==> src/rtl/gpio_pad_ctrl.sv <==
// gpio_pad_ctrl: per-channel GPIO pad front end.
//
// Sits between the GPIO peripheral and the bidirectional pad cells. It sequences
// direction turnaround so the pad driver (OEN low) and receiver (IE high) are
// never enabled together. It also synchronises and optionally debounces the pad
// receiver output, reports filtered edges, and keeps a sticky edge flag per
// channel with an OR-reduced interrupt.
//
// Ports
//   clk            system clock
//   rst            asynchronous reset, active-high
//   gpio_out_i     output data from the peripheral
//   gpio_dir_i     direction request, 1 = output, 0 = input
//   pe_i, ds_hi_i  pull enable / high drive strength requests
//   db_en_i        per-channel debounce enable
//   db_len_i       shared debounce threshold in cycles
//   evt_clr_i      write-1-to-clear for the sticky edge flags
//   pad_c_i        pad receiver outputs
//   pad_i_o        pad driver data
//   pad_oen_o      pad output enable, active-low
//   pad_ie_o       pad input enable
//   pad_pe_o       pad pull enable
//   pad_ds_o       pad drive strength
//   gpio_in_o      filtered input value to the peripheral
//   rise_o, fall_o one-cycle pulses on filtered edges
//   evt_sticky_o   sticky edge flags
//   irq_o          OR of the sticky flags
//
// Direction FSM (one per channel)
//   state     | meaning
//   ST_IN     | receiver enabled, driver off, input filtering active
//   ST_TO_OUT | both off, waiting out the turnaround gap before driving
//   ST_OUT    | driver enabled, receiver off, input filtering frozen
//   ST_TO_IN  | both off, waiting out the turnaround gap before receiving

module gpio_pad_ctrl #(
   parameter int N_GPIO      = 11,
   parameter int SYNC_STAGES = 2,
   parameter int DB_W        = 8,
   parameter int TURN_CYC    = 2
) (
   input  logic              clk,
   input  logic              rst,
   input  logic [N_GPIO-1:0] gpio_out_i,
   input  logic [N_GPIO-1:0] gpio_dir_i,
   input  logic [N_GPIO-1:0] pe_i,
   input  logic [N_GPIO-1:0] ds_hi_i,
   input  logic [N_GPIO-1:0] db_en_i,
   input  logic [DB_W-1:0]   db_len_i,
   input  logic [N_GPIO-1:0] evt_clr_i,
   input  logic [N_GPIO-1:0] pad_c_i,
   output logic [N_GPIO-1:0] pad_i_o,
   output logic [N_GPIO-1:0] pad_oen_o,
   output logic [N_GPIO-1:0] pad_ie_o,
   output logic [N_GPIO-1:0] pad_pe_o,
   output logic [N_GPIO-1:0] pad_ds_o,
   output logic [N_GPIO-1:0] gpio_in_o,
   output logic [N_GPIO-1:0] rise_o,
   output logic [N_GPIO-1:0] fall_o,
   output logic [N_GPIO-1:0] evt_sticky_o,
   output logic              irq_o
);

   localparam int TC_W = $clog2(TURN_CYC + 1);
   localparam logic [TC_W-1:0] TC_LOAD = TC_W'(TURN_CYC);
   localparam logic [TC_W-1:0] TC_ONE  = TC_W'(1);

   typedef enum logic [1:0] {
      ST_IN     = 2'd0,
      ST_TO_OUT = 2'd1,
      ST_OUT    = 2'd2,
      ST_TO_IN  = 2'd3
   } dir_state_t;

   dir_state_t        state_q [N_GPIO];
   dir_state_t        state_d [N_GPIO];
   logic [TC_W-1:0]   tc_q    [N_GPIO];
   logic [TC_W-1:0]   tc_d    [N_GPIO];
   logic [N_GPIO-1:0] oen_d;
   logic [N_GPIO-1:0] ie_d;

   // ---------------------------------------------------------------- FSM state register
   always_ff @(posedge clk or posedge rst) begin
      if (rst) begin
         for (int i = 0; i < N_GPIO; i++) begin
            state_q[i] <= ST_IN;
            tc_q[i]    <= '0;
         end
         pad_oen_o <= '1;
         pad_ie_o  <= '1;
      end else begin
         for (int i = 0; i < N_GPIO; i++) begin
            state_q[i] <= state_d[i];
            tc_q[i]    <= tc_d[i];
         end
         pad_oen_o <= oen_d;
         pad_ie_o  <= ie_d;
      end
   end

   // ---------------------------------------------------------------- FSM next state
   // A direction reversal during a turnaround returns straight to the state it
   // came from, so an aborted TO_OUT never drives the pad.
   always_comb begin
      for (int i = 0; i < N_GPIO; i++) begin
         state_d[i] = state_q[i];
         tc_d[i]    = tc_q[i];
         case (state_q[i])
            ST_IN: begin
               if (gpio_dir_i[i]) begin
                  state_d[i] = ST_TO_OUT;
                  tc_d[i]    = TC_LOAD;
               end
            end
            ST_TO_OUT: begin
               if (!gpio_dir_i[i])         state_d[i] = ST_IN;
               else if (tc_q[i] == TC_ONE) state_d[i] = ST_OUT;
               else                        tc_d[i]    = tc_q[i] - TC_ONE;
            end
            ST_OUT: begin
               if (!gpio_dir_i[i]) begin
                  state_d[i] = ST_TO_IN;
                  tc_d[i]    = TC_LOAD;
               end
            end
            ST_TO_IN: begin
               if (gpio_dir_i[i])          state_d[i] = ST_OUT;
               else if (tc_q[i] == TC_ONE) state_d[i] = ST_IN;
               else                        tc_d[i]    = tc_q[i] - TC_ONE;
            end
            default: state_d[i] = ST_IN;
         endcase
      end
   end

   // ---------------------------------------------------------------- FSM outputs
   // Pad controls are registered from the next state so they line up with it.
   always_comb begin
      oen_d = '1;
      ie_d  = '0;
      for (int i = 0; i < N_GPIO; i++) begin
         oen_d[i] = (state_d[i] != ST_OUT);
         ie_d[i]  = (state_d[i] == ST_IN);
      end
   end

   // ---------------------------------------------------------------- pad control pass-through
   always_ff @(posedge clk or posedge rst) begin
      if (rst) begin
         pad_i_o  <= '0;
         pad_pe_o <= '0;
         pad_ds_o <= '0;
      end else begin
         pad_i_o  <= gpio_out_i;
         pad_pe_o <= pe_i;
         pad_ds_o <= ds_hi_i;
      end
   end

   // ---------------------------------------------------------------- input synchroniser
   logic [N_GPIO-1:0] sync_q [SYNC_STAGES];
   logic [N_GPIO-1:0] sync_s;

   always_ff @(posedge clk or posedge rst) begin
      if (rst) begin
         for (int k = 0; k < SYNC_STAGES; k++) sync_q[k] <= '0;
      end else begin
         sync_q[0] <= pad_c_i;
         for (int k = 1; k < SYNC_STAGES; k++) sync_q[k] <= sync_q[k-1];
      end
   end

   assign sync_s = sync_q[SYNC_STAGES-1];

   // ---------------------------------------------------------------- debounce filter
   logic [N_GPIO-1:0] filt_q;
   logic [N_GPIO-1:0] filt_d;
   logic [DB_W-1:0]   cnt_q [N_GPIO];
   logic [DB_W-1:0]   cnt_d [N_GPIO];
   logic              db_long;

   // Thresholds of 0 or 1 behave as no debounce.
   assign db_long = (db_len_i > DB_W'(1));

   // The threshold compare is done one bit wider so a counter at its maximum
   // cannot wrap, and a threshold lowered mid-count takes effect at once.
   always_comb begin
      filt_d = filt_q;
      for (int i = 0; i < N_GPIO; i++) begin
         cnt_d[i] = '0;
         if (state_q[i] == ST_IN) begin
            if (!db_en_i[i] || !db_long) begin
               filt_d[i] = sync_s[i];
            end else if (sync_s[i] != filt_q[i]) begin
               if (({1'b0, cnt_q[i]} + (DB_W+1)'(1)) >= {1'b0, db_len_i})
                  filt_d[i] = sync_s[i];
               else
                  cnt_d[i] = cnt_q[i] + DB_W'(1);
            end
         end
      end
   end

   // ---------------------------------------------------------------- filtered value, edges, sticky flags
   // Sticky flags are set from the registered edge pulses, so a clear issued in
   // the cycle a pulse is visible loses to that pulse.
   always_ff @(posedge clk or posedge rst) begin
      if (rst) begin
         filt_q       <= '0;
         rise_o       <= '0;
         fall_o       <= '0;
         evt_sticky_o <= '0;
         for (int i = 0; i < N_GPIO; i++) cnt_q[i] <= '0;
      end else begin
         filt_q       <= filt_d;
         rise_o       <= filt_d & ~filt_q;
         fall_o       <= ~filt_d & filt_q;
         evt_sticky_o <= (evt_sticky_o & ~evt_clr_i) | rise_o | fall_o;
         for (int i = 0; i < N_GPIO; i++) cnt_q[i] <= cnt_d[i];
      end
   end

   assign gpio_in_o = filt_q;
   assign irq_o     = |evt_sticky_o;

endmodule

==> config.mk <==
export PLATFORM = sky130hd
export DESIGN_NAME = gpio_pad_ctrl
export DESIGN_NICKNAME = d
export VERILOG_FILES = /design/src/rtl/gpio_pad_ctrl.sv
export SDC_FILE = /design/constraint.sdc
export NUM_CORES = 1
export LEC_CHECK = 0
export ABC_CLOCK_PERIOD_IN_PS = 6400
export BUFFER_PORTS_ARGS = -buffer_cell sky130_fd_sc_hd__buf_4
export CAP_MARGIN = 20
export CORE_ASPECT_RATIO = 2
export CORE_MARGIN = 8
export CORE_UTILIZATION = 45
export CTS_CLUSTER_SIZE = 28
export DETAILED_ROUTE_END_ITERATION = 8
export GPL_TIMING_DRIVEN = 0
export MAX_ROUTING_LAYER = met4
export PLACE_DENSITY = 0.68
export SLEW_MARGIN = 10
export SYNTH_ARGS = -nofsm -noshare
export SYNTH_HDL_FRONTEND = slang
export SYNTH_SLANG_ARGS = --single-unit
==> constraint.sdc <==
create_clock -name clk -period 6.4 [get_ports clk]
set_input_delay 0 -clock clk [delete_from_list [all_inputs] [get_ports clk]]
set_output_delay 0 -clock clk [all_outputs]
set_load 0.02 [all_outputs]
* Word-level counts from Yosys, hierarchy flattened
Index checks and enable logic that the tools add are counted.
** Storage, ports and cells
- Output and inout port bits :: 100
- Bits in registers :: 253
- Word-level logic and storage cells :: 495
- Bits of input ports :: 87
** Cells by class
- Muxes and demuxes :: 231
- Magnitude comparators :: 12
- Reductions and logical operators :: 57
- Eq/ne operators :: 110
- Add/sub/neg operators :: 33
- Bitwise logic cells :: 8
** Operator list (count)
- 8-bit 2-to-1 mux :: 44
- 2-bit 2-to-1 mux :: 121
- 2-bit one-hot mux with 4 select lines :: 22
- 2-bit inequality test (second input constant) :: 55
- 8-bit by 1-bit adder with 9-bit output (second input constant) :: 11
- 9-bit by 8-bit >= comparator with 1-bit output :: 11
- 8-bit by 1-bit adder with 8-bit output (second input constant) :: 11
- 2-bit by 1-bit == test with 1-bit output (second input constant) :: 22
- 2-bit == test (second input constant) :: 22
- 2-bit logical NOT :: 22
- 1-bit 2-to-1 mux :: 44
- 4-bit AND reduction :: 11
- 11-bit AND :: 3
- 11-bit NOT :: 3
- 11-bit OR :: 2
- 2-bit by 1-bit subtractor with 2-bit output (second input constant) :: 11
- 1-bit logical NOT :: 12
- 1-bit logical OR :: 11
- 1-bit inequality test :: 11
- 11-bit OR reduction :: 1
- 8-bit by 1-bit > comparator with 1-bit output (second input constant) :: 1

* Depth between registers and ports, before layout
- Depth after elaboration :: 8
- Depth in mapped cells :: 11

* Worst setup path after synthesis
No wires, ideal clock.
- Path kind :: flip-flop to flip-flop
- Start point :: reg cnt_q[24] (netlist name)
- End point :: reg filt_q[7] (netlist: gpio_in_o[7])
- Path buffers :: 0
- Setup slack :: 3.837 ns
- Cell stages (with the launch flop) :: 11
- Arrival :: 2.439 ns
- Setup time :: 0.125 ns
- Data required time :: 6.275 ns
- Path through :: dfrtp_1 > ha_1 > nand2_1 > nor2_1 > xor2_1 > ha_1 > nand3_1 > nor2_1 > a2111oi_0 > a211o_2 > mux2_2
** On the way
- Longest elaborated chain between the ends :: 6
** RTL lines
- from (decl) :: line 178 : logic [DB_W-1:0] cnt_q [N_GPIO];
- 8-bit by 1-bit adder with 9-bit output :: line 195 : if (({1'b0, cnt_q[i]} + (DB_W+1)'(1)) >= {1'b0, db_len_i})
- 9-bit by 8-bit >= comparator with 1-bit output :: line 195
- 1-bit 2-to-1 mux :: line 195
- 1-bit 2-to-1 mux :: line 194 : end else if (sync_s[i] != filt_q[i]) begin
- 1-bit 2-to-1 mux :: line 192 : if (!db_en_i[i] || !db_long) begin
- 1-bit 2-to-1 mux :: line 191 : if (state_q[i] == ST_IN) begin
- named net filt_d[7] :: line 177 : logic [N_GPIO-1:0] filt_d;
- to (signal assigned) :: line 215 : filt_q <= filt_d;
- to (decl) :: line 176 : logic [N_GPIO-1:0] filt_q;
The timed path passes the listed nets, and every way through them passes these cells.
A chain may end at the register's enable or synchronous reset.

* Worst setup path after layout
- Start point :: reg cnt_q[26] (netlist name)
- End point :: reg filt_q[7] (netlist: gpio_in_o[7])
Same word-level chain as after synthesis.

==> summary by stage <==
Place
The cell area after placement is 0.01388 mm². The detailed placement HPWL is 19610 µm. OpenSTA, run right after detailed placement, puts the worst setup slack at 3.508 ns. In this run, placement finished with an instance count of 1586. The placer's final routability congestion estimate is 0.7989. The count of buffers added on input and output ports is 186.

Timing
On the final layout, the worst clock skew is 0.02722 ns. The transition at the pin with the smallest max-transition slack is 0.8614 ns. For the finished layout, the period the worst path requires is 2.931 ns. The worst pin sits at a relative slew slack of 42.14%. The number of pins with negative max-slew slack in the final report is 0. The final sum of negative setup slack is 0 ns. Timing would allow up to 341.2 MHz. The final-report hold violation count was 0. The final number of setup-violating endpoints is 0. The post-route worst setup slack is 3.469 ns. The final critical path takes up 45.80% of the cycle. Setup repair after global routing left no endpoint under its margin. Across all hold checks on the routed design, the worst slack comes to 0.03702 ns.

Floorplan
The die outline area is 0.03224 mm². In this run the standard cell core region covers 0.02617 mm². Pin placement for this block handled 187 I/O pins. For this configuration, the core starts out at a cell density of 45.51%. The vertical die dimension is 246.1 µm.

The number of rows created at floorplan is 84. The floorplan die width is 131.0 µm.

Power and ir drop
The internal power of the cells totals 3.373 mW. The proportion of power drawn by combinational gates is 25.4%. The total chip power is 4.928 mW. The maximum vdd drop is 0.2568 mV. Per report_power, the sequential group accounts for 44.0% of the total.

The reported net switching power is 1.555 mW. The leakage dissipation is 7.736 nW. Of the total power, the clock network draws 30.6%.

The power per standard cell area is 319.7 mW/mm². Of the total power, the share spent switching nets is 31.55%.

Route
After detailed routing, the average wire length per cell comes to 16.10 µm. The starting DRC count in detailed routing is 331. The detailed-router iteration count before antenna repair is 4.

The routed wire length is 27370 µm. The remaining routing DRC violations is 0. After detailed routing, the number of vias per cell comes to 5.066.

Detailed routing inserted a total of 8613 vias. The count of nets left with antenna violations once routing finished came out at 0.

Logic synthesis
The area fraction of the dominant cell type after synthesis is 48.53%. The average footprint of a synthesized cell is 11.35 µm². The most frequent cell after synthesis is dfrtp_1. After synthesis, the cell types taking the most area are dfrtp_1 (49%), ha_1 (12%), dfstp_2 (4.9%). The commonest cells after synthesis are dfrtp_1 (231), ha_1 (110), inv_1 (69). The number of distinct standard cells referenced by the synthesized netlist is 55. Sequential elements use 53.39% of the synthesized area. Yosys mapped a number of flops with a built-in enable equal to 0.

The gate count of the mapped netlist is 1049. After synthesis, the share of flip-flops with an asynchronous set or reset is 100.0%. The synthesized netlist occupies a cell area of 0.01191 mm².

For this run, the leading register cell type out of synthesis is dfrtp_1. The number of warnings printed during yosys synthesis is 0. The flop and latch count out of synthesis is 253. The library cell occupying the most area in the post-synthesis netlist is dfrtp_1. Synthesis produced a netlist with a net count of 1246.

Global routing
The initial antenna violation count is 1. For this run, the total global-route usage over all layers was measured as 17.92%. Entering global routing, the biggest net connects 40 pins. The via count of the first global-routing pass was 9245. The sum of overflow across all layers after global routing is 0. The first global-routing pass estimated 44560 µm of wire.

Final layout
The finished layout holds 1700 standard cells, fillers aside. Of the cells placed in the final design, the portion with a size suffix greater than 1 is 21.70%. For this run, the share of the core covered by cells in the final layout is 58.91%. For this run, the post-layout net count is 1534. The area growth from synthesis to layout is 29.44%. With fillers left out, the area of the finished cells amounts to 0.01542 mm².

Clocking
CTS built an H-tree with a depth of 1. After clock tree synthesis, the setup repair step added 0 buffers. The number of buffers on the longest clock path is 3. The post-CTS resize count is 0. The tree is rooted in a clkbuf_16. Clock-pin slew was measured on the worst setup and hold paths at 0.07 ns. The number of sinks handled by clock tree synthesis is 253. The CTS tree is done.

Clock tree synthesis inserted a total of 24 buffers. For the worst-skew pair, the clock arrives at the later sink with an insertion delay of 0.55 ns.

Job
Max-cap violations in this run came to 0.

Setup path
The endpoint type of the worst setup path is a flip-flop. The worst-path maximum fanout is 4. The critical path startpoint category is a flip-flop. The arrival time reported for the critical path endpoint is 3.36 ns. The critical path in this run is classified as reg2reg. The critical path data required time is 6.83 ns.

Worst hold path
The min-delay analysis places its worst path in the category in2reg.

Outcome
The flow ran to the end, and the final reports show no timing, DRC or antenna violations.
-- logic make-up after synthesis --
| kind of cell | Yosys count | synth area share [%] |
|---|---|---|
| AOI/OAI and AO/OA | 132 | 6.860 |
| buffers and inverters | 72 | 2.332 |
| and+or+nand+nor | 373 | 17.39 |
| xor gates and xnor gates | 87 | 6.398 |
| muxes | 22 | 2.080 |
| DFF | 253 | 53.39 |
| adders and majority gates | 110 | 11.56 |
-- cell usage in the layout, fill, tap and decap left out, types with 50 or more instances in the layout --
master,n
dfrtp_1,231
nand3_1,51
buf_4,186
dlygate4sd3_1,69
ha_1,110
nor2_1,55
nor2b_1,68
nand2_1,67
inv_1,68
xor2_1,50
-- critical path, cell delays in order (launching register included) --
cell,delay [ns]
dfrtp_1,0.40
nand3_1,0.12
nor2_1,0.18
and3_1,0.19
xor2_1,0.22
ha_1,0.28
nand3_1,0.11
nor2_1,0.06
a2111oi_0,0.65
a211o_2,0.27
mux2_2,0.33
-- power by group through the flow --
stage	logic [mW]	clock network, mW	registers [mW]
3_5_place_dp	1.24	0	2.20
5_1_grt	1.40	1.61	2.22
3_3_place_gp	1.18	0	2.19
2_1_floorplan	0.615	0	2.31
4_1_cts	1.27	1.55	2.17
6_report	1.25	1.51	2.17
-- timing repair --
action / 4_1_cts / 5_1_grt
endpoints found under the hold margin: 229 / 0
hold buffers: 69 / 0
setup endpoints to repair: 0 / 0
-- final timing paths --
kind | start | endpoint | cells past startpoint | slack [ns]
min in group asynchronous | rst | state_q[6]$_DFF_PP0_ | 3 | 0.06
min | db_en_i[7] | cnt_q[30]$_DFF_PP0_ | 4 | 0.04
max | cnt_q[26]$_DFF_PP0_ | gpio_in_o[7]$_DFF_PP0_ | 10 | 3.47
max in group asynchronous | rst | pad_oen_o[6]$_DFF_PP1_ | 5 | 5.44
min reg2reg | sync_q[18]$_DFF_PP0_ | sync_s[7]$_DFF_PP0_ | 0 | 0.35
max reg2reg | cnt_q[26]$_DFF_PP0_ | gpio_in_o[7]$_DFF_PP0_ | 10 | 3.47
-- metal layers --
layer,track usage (%),share of wire [%],vias up
met5,-,0,-
met4,6.864,3.2,0
met3,2.621,4.6,50
met2,32.39,54,182
met1,18.98,38,4190
li1,-,-,4191
-- registers in the layout, indices dropped and copies added, names as in the netlist --
name,flops
cnt_q,88
tc_q,22
pad_ie_o,11
gpio_in_o,11
rise_o,11
evt_sticky_o,11
pad_i_o,11
fall_o,11
sync_s,11
sync_q,11
pad_oen_o,11
pad_pe_o,11
pad_ds_o,11
state_q,22
-- final cells by class --
class / instances / area [µm²]
antenna: 1 / 2.502
clock inverter: 11 / 147.6
tap: 344 / 430.4
sequential: 253 / 6359
fill: 2128 / 10750
timing repair buffer: 262 / 2227
multi-input combinational: 724 / 5274
clock buffer: 33 / 694.4
buffer: 3 / 18.77
inverter: 69 / 262.8
Note: power is estimated with default switching activity, not from simulation.
